## src/rtl/fp_mul_pkg.sv

```systemverilog
// rtl/fp_mul_pkg.sv - shared types and constants for the FP multiply scheduler
package fp_mul_pkg;

    typedef enum logic [1:0] {
        IDLE = 2'd0,
        CALC = 2'd1,
        HOLD = 2'd2
    } state_e;

    localparam int EXP_BIAS = 127;
    localparam int EXP_W    = 8;
    localparam int MANT_W   = 23;

endpackage

```

## src/rtl/floating_multiplier.sv

```systemverilog
// rtl/floating_multiplier.sv - combinational single-precision multiplier
module floating_multiplier
    import fp_mul_pkg::*;
(
    input  logic [31:0] a,
    input  logic [31:0] b,
    output logic [31:0] p
);

    localparam int PW = 2 * MANT_W + 2;

    logic [PW-1:0]     sig_a;
    logic [PW-1:0]     sig_b;
    logic [PW-1:0]     prod;
    logic              norm;
    logic [MANT_W-1:0] mant;
    logic [EXP_W-1:0]  exp_r;

    // No special-case handling: zero/denormal/Inf/NaN go through the same path.
    always_comb begin
        sig_a = {{(MANT_W + 1){1'b0}}, 1'b1, a[MANT_W-1:0]};
        sig_b = {{(MANT_W + 1){1'b0}}, 1'b1, b[MANT_W-1:0]};
        prod  = sig_a * sig_b;
        norm  = prod[PW-1];
        if (norm) begin
            mant = prod[PW-2:MANT_W+1] + {{(MANT_W - 1){1'b0}}, prod[MANT_W]};
        end else begin
            mant = prod[PW-3:MANT_W] + {{(MANT_W - 1){1'b0}}, prod[MANT_W-1]};
        end
        exp_r = a[MANT_W+EXP_W-1:MANT_W] + b[MANT_W+EXP_W-1:MANT_W]
              - EXP_W'(EXP_BIAS) + {{(EXP_W - 1){1'b0}}, norm};
        p     = {a[31] ^ b[31], exp_r, mant};
    end

endmodule

```

## src/rtl/fp_mul_scheduler.sv

```systemverilog
// rtl/fp_mul_scheduler.sv - round-robin sharing of one FP multiplier by two requesters
module fp_mul_scheduler
    import fp_mul_pkg::*;
(
    input  logic        clk,
    input  logic        rst,
    input  logic        req0_valid,
    input  logic [31:0] req0_a,
    input  logic [31:0] req0_b,
    output logic        req0_ready,
    input  logic        req1_valid,
    input  logic [31:0] req1_a,
    input  logic [31:0] req1_b,
    output logic        req1_ready,
    output logic        res_valid,
    input  logic        res_ready,
    output logic [31:0] res_data,
    output logic        res_id,
    output logic        busy
);

    state_e      state_q, state_d;
    logic        ptr_q, ptr_d;
    logic [31:0] a_q, a_d;
    logic [31:0] b_q, b_d;
    logic        id_q, id_d;
    logic [31:0] res_data_q, res_data_d;
    logic        res_id_q, res_id_d;
    logic        res_valid_q, res_valid_d;

    logic        any_valid;
    logic        grant;
    logic [31:0] mul_p;

    floating_multiplier u_mul (
        .a (a_q),
        .b (b_q),
        .p (mul_p)
    );

    // Pointer only breaks ties; a lone requester is always granted.
    always_comb begin
        any_valid = req0_valid | req1_valid;
        if (req0_valid && req1_valid) begin
            grant = ptr_q;
        end else begin
            grant = ~req0_valid;
        end
    end

    always_comb begin
        state_d     = state_q;
        ptr_d       = ptr_q;
        a_d         = a_q;
        b_d         = b_q;
        id_d        = id_q;
        res_data_d  = res_data_q;
        res_id_d    = res_id_q;
        res_valid_d = res_valid_q;
        req0_ready  = 1'b0;
        req1_ready  = 1'b0;

        unique case (state_q)
            IDLE: begin
                if (any_valid && !rst) begin
                    req0_ready = ~grant;
                    req1_ready = grant;
                    a_d        = grant ? req1_a : req0_a;
                    b_d        = grant ? req1_b : req0_b;
                    id_d       = grant;
                    ptr_d      = ~grant;
                    state_d    = CALC;
                end
            end
            CALC: begin
                res_data_d  = mul_p;
                res_id_d    = id_q;
                res_valid_d = 1'b1;
                state_d     = HOLD;
            end
            HOLD: begin
                if (res_ready) begin
                    res_valid_d = 1'b0;
                    state_d     = IDLE;
                end
            end
            default: state_d = IDLE;
        endcase
    end

    always_ff @(posedge clk) begin
        if (rst) begin
            state_q     <= IDLE;
            ptr_q       <= 1'b0;
            a_q         <= '0;
            b_q         <= '0;
            id_q        <= 1'b0;
            res_data_q  <= '0;
            res_id_q    <= 1'b0;
            res_valid_q <= 1'b0;
        end else begin
            state_q     <= state_d;
            ptr_q       <= ptr_d;
            a_q         <= a_d;
            b_q         <= b_d;
            id_q        <= id_d;
            res_data_q  <= res_data_d;
            res_id_q    <= res_id_d;
            res_valid_q <= res_valid_d;
        end
    end

    assign res_valid = res_valid_q;
    assign res_data  = res_data_q;
    assign res_id    = res_id_q;
    assign busy      = (state_q != IDLE);

endmodule

```

## config.mk

```make
export PLATFORM = sky130hd
export DESIGN_NAME = fp_mul_scheduler
export DESIGN_NICKNAME = d
export VERILOG_FILES = /design/src/rtl/fp_mul_pkg.sv /design/src/rtl/floating_multiplier.sv /design/src/rtl/fp_mul_scheduler.sv
export SDC_FILE = /design/constraint.sdc
export NUM_CORES = 2
export LEC_CHECK = 0
export CORE_MARGIN = 2
export CORE_UTILIZATION = 63
export CTS_CLUSTER_DIAMETER = 50
export DETAILED_ROUTE_END_ITERATION = 8
export GPL_TIMING_DRIVEN = 0
export PLACE_DENSITY_LB_ADDON = 0.1
export SETUP_SLACK_MARGIN = 0.5
export SYNTH_ARGS = -nofsm -noshare
export SYNTH_HDL_FRONTEND = slang
export SYNTH_SLANG_ARGS = --single-unit
```

## constraint.sdc

```tcl
create_clock -name clk -period 9.7 [get_ports clk]
set_clock_uncertainty 0.15 [all_clocks]
set_input_delay 0.97 -clock clk [delete_from_list [all_inputs] [get_ports clk]]
set_output_delay 0.97 -clock clk [all_outputs]
set_load 0.005 [all_outputs]
```

==> key figures <==
Status
  – Status: complete, no violations

Final layout
  – Layout fillers: about 2,800
  – Layout cells sized above 1: 11.96%
  – Area growth from synthesis to layout: 19.32%
  – Finished Layout Cells: 3,619
  – Diode count: 0
  – Final #Nets: 3,898

Clock tree
  – Hold-fix buffers at CTS: 0
  – CTS tree: yes
  – CTS root buffer: clkbuf_16
  – Clk_lat worst skew: about 0.38 ns
  – CTS Buf Count: 9
  – Num Clock Sinks: between 100 and 150
  – Clk slew on worst S/H paths: 0.09 ns
  – Worst-case clock buffer depth: 2
  – H-tree depth: 3

Place
  – Input/output buffers: between 150 and 200
  – GPL Wtd Cong: between 1 and 1.5
  – Placed Cells: 3,509
  – Post-place setup slack: -1.562 ns
  – Post-DP HPWL: 66.97 mm

Critical path
  – Reg2reg path depth: 37
  – FF-to-FF Start: a_q[2]
  – CP endpoint kind: flip-flop
  – R2R Path End: res_data[29]
  – Crit path launch type: flip-flop
  – Setup CP Type: flip-flop to flip-flop
  – Slowest stage delay, CP: 0.59 ns
  – Reg2Reg Setup Slack: 0.63 ns
  – CP max-delay cell: fa_2
  – Worst Setup SP: a_q[2]
  – Req. time, crit path: 9.86 ns
  – Critical Path AT: 9.23 ns
  – Maximum fanout along the worst path: 10

Global routing
  – Total Routing Usage GR: 41.54%
  – Vias in the first global route: 22,700
  – Initial antenna violation count: 2
  – Global-route wire length before repair: 126.4 mm
  – Total grt overflow: 0
  – Largest net degree at the start of global routing: 22

Min path
  – Hold_sp: id_q
  – Hold EP: res_id
  – Min-delay worst type: flip-flop to flip-flop
  – Hold Crit Depth: 2

Yosys
  – Main combinational cell family by area after synthesis: adder cells
  – Syn nets: approximately 3,600
  – YS warnings: 0
  – Synth top area share: 39.45%
  – #FFs+latches synth: 102
  – Seq/Total Area, Yosys: under 10%
  – Netlist cell types: 86
  – Ys async rst share: 0%
  – Mux share of post-synthesis cell area: 3.254%
  – Synthesized area: approximately 24,000 µm²
  – Largest cells by area after synthesis: fa_1 39%, ha_1 9.6%, inv_1 8.8%, dfxtp_1 8.3%, and2_1 5.8%
  – Synth area leader: fa_1
  – Synth Area in Compound Gates: about 8.4%
  – Ys flop type: dfxtp_1
  – Mean post-synth cell area: 8.667 µm²
  – Syn Inst Count: 2,822
  – Post-Synth Adder-Cell Area: 49.02%
  – Simple-Gate Fraction of Synth Area: 17.71%
  – Most common cell in the netlist: inv_1
  – Post-synth top cells: 571 x inv_1, 482 x fa_1, 367 x nand2_1
  – Post-synth EDFFs: 0
  – XOR/XNOR Fraction of Synth Area: 1.888%

Routing
  – Vias per cell: 5.969
  – Antenna-violating nets left: 0
  – First DRT Iteration DRCs: between 1,500 and 2,000
  – Initial DRT Pass Iterations: 7
  – Drt total wl: 83.44 mm
  – Post-route DRC: 0
  – Via count: around 22,000
  – Avg WL per Cell: 23.06 µm

STA
  – PnR worst setup slack: between 0.6 and 0.7 ns
  – Fin crit period: 9.070 ns
  – Setup TNS: 0 ns
  – Rel. slew slack: 10.49%
  – RSZ-0062 raised after global routing: yes
  – WHS: 0.3040 ns
  – Final hold vios: 0
  – Slew @ Worst Pin: around 1.3 ns
  – F_max: approximately 0.11 GHz
  – Max Slew Vio Count: 0
  – Period utilization: 93.50%
  – Final setup viols: 0

Die
  – Die X: 201.0 µm
  – I/O pins: 170
  – Die Y: a little over 200 µm
  – DIE AREA: 40,410 µm²
  – Initial core utilization: 63.58%
  – # rows: 72
  – Core ar.: between 30,000 and 40,000 µm²

Run
  – Maxcap violations: 0
[logic make-up (layout without fill, tap and decap cells)]
family,Yosys count,in the layout
AO/OA/AOI/OAI,297,297
XOR/XNOR,51,51
adder cells (fa/ha/maj),669,669
buffers and inverters,729,1008
flip-flops,102,102
multiplexers,79,79
AND/OR/NAND/NOR,895,895
[routing by layer]
layer	vias up	wire [µm]	track usage, %
met5	-	11	0
met4	2	6326	25.93
met3	368	9309	10.32
met2	1332	38610	67.44
met1	10650	29190	49.84
li1	9254	-	-
[per-stage QoR]
| stage | instance area (µm²) | util (%) |
|---|---|---|
| 3_5_place_dp | 26800 | 69.66 |
| 6_report | 29180 | 75.87 |
| 5_1_grt | 29180 | 75.87 |
| 2_1_floorplan | 24460 | - |
| 4_1_cts | 28230 | 73.39 |
| 3_3_place_gp | 26800 | 69.66 |
[state kept, by name, summed over array words and instances, names as in the netlist]
signal,flops
b_q,32
res_data,32
ptr_q,1
id_q,1
res_valid,1
res_id,1
state_q,2
a_q,32
[how the worst max path moves through the flow]
| stage | end | slack (ns) | cells after the start |
|---|---|---|---|
| 4_1_cts | res_data[29] | 0.43 | 39 |
| 6_report | res_data[29] | 0.63 | 37 |
| 5_1_grt | res_data[29] | 0.25 | 39 |
| 3_3_place_gp | res_data[29] | -1.45 | 40 |
| 3_5_place_dp | res_data[29] | -1.56 | 40 |
| 2_1_floorplan | res_data[30] | 0.74 | 38 |
[cell usage in the layout, fill, tap and decap left out, types with 12 or more instances in the layout]
cell type / n
nand3_1: 18
buf_6: 15
and3_1: 12
a21oi_1: 55
a211oi_1: 76
nor3_1: 16
ha_1: 175
fa_1: 466
dfxtp_4: 36
buf_4: 106
dfxtp_1: 60
clkbuf_1: 40
a21o_1: 22
clkbuf_8: 16
xnor2_1: 38
inv_1: 559
clkdlybuf4s50_1: 169
and2_1: 224
mux2i_1: 75
nand4_1: 24
buf_8: 20
nand2_1: 363
fa_2: 16
o21ai_0: 34
nor2_1: 153
clkbuf_16: 12
buf_2: 12
buf_12: 12
[critical path, delay by kind of cell, from the launching register on]
family                     cells  cell delay, ns
AOI/OAI and AO/OA              6            1.13
xor gates and xnor gates       1            0.17
DFF                            1            0.40
buffers and inverters         10            1.06
and+or+nand+nor                9            1.46
adders and majority gates     11            4.62
[area by class of cell]
cell class / instances / area, µm² / share of cell area [%]
plain buffers: 154 / 1400 / 4.798
clock buffers: 9 / 225.2 / 0.7717
clock inverters: 7 / 86.33 / 0.2958
inverters: 575 / 2190 / 7.503
multi-input cells: 1991 / 20010 / 68.57
flip-flops and latches: 102 / 2185 / 7.486
well taps: 518 / 648.1 / 2.221
repair buffers: 263 / 2439 / 8.356
[repair_timing]
item | CTS | global route
endpoints found under the setup margin | 31 | 21
buffers inserted | 33 | 60
resized for setup | 310 | 192
pin swaps | 17 | 51
cloned | 0 | 1
Power is not shown: default switching activity piles up to over one toggle a cycle in this logic, so the estimate is an artifact.
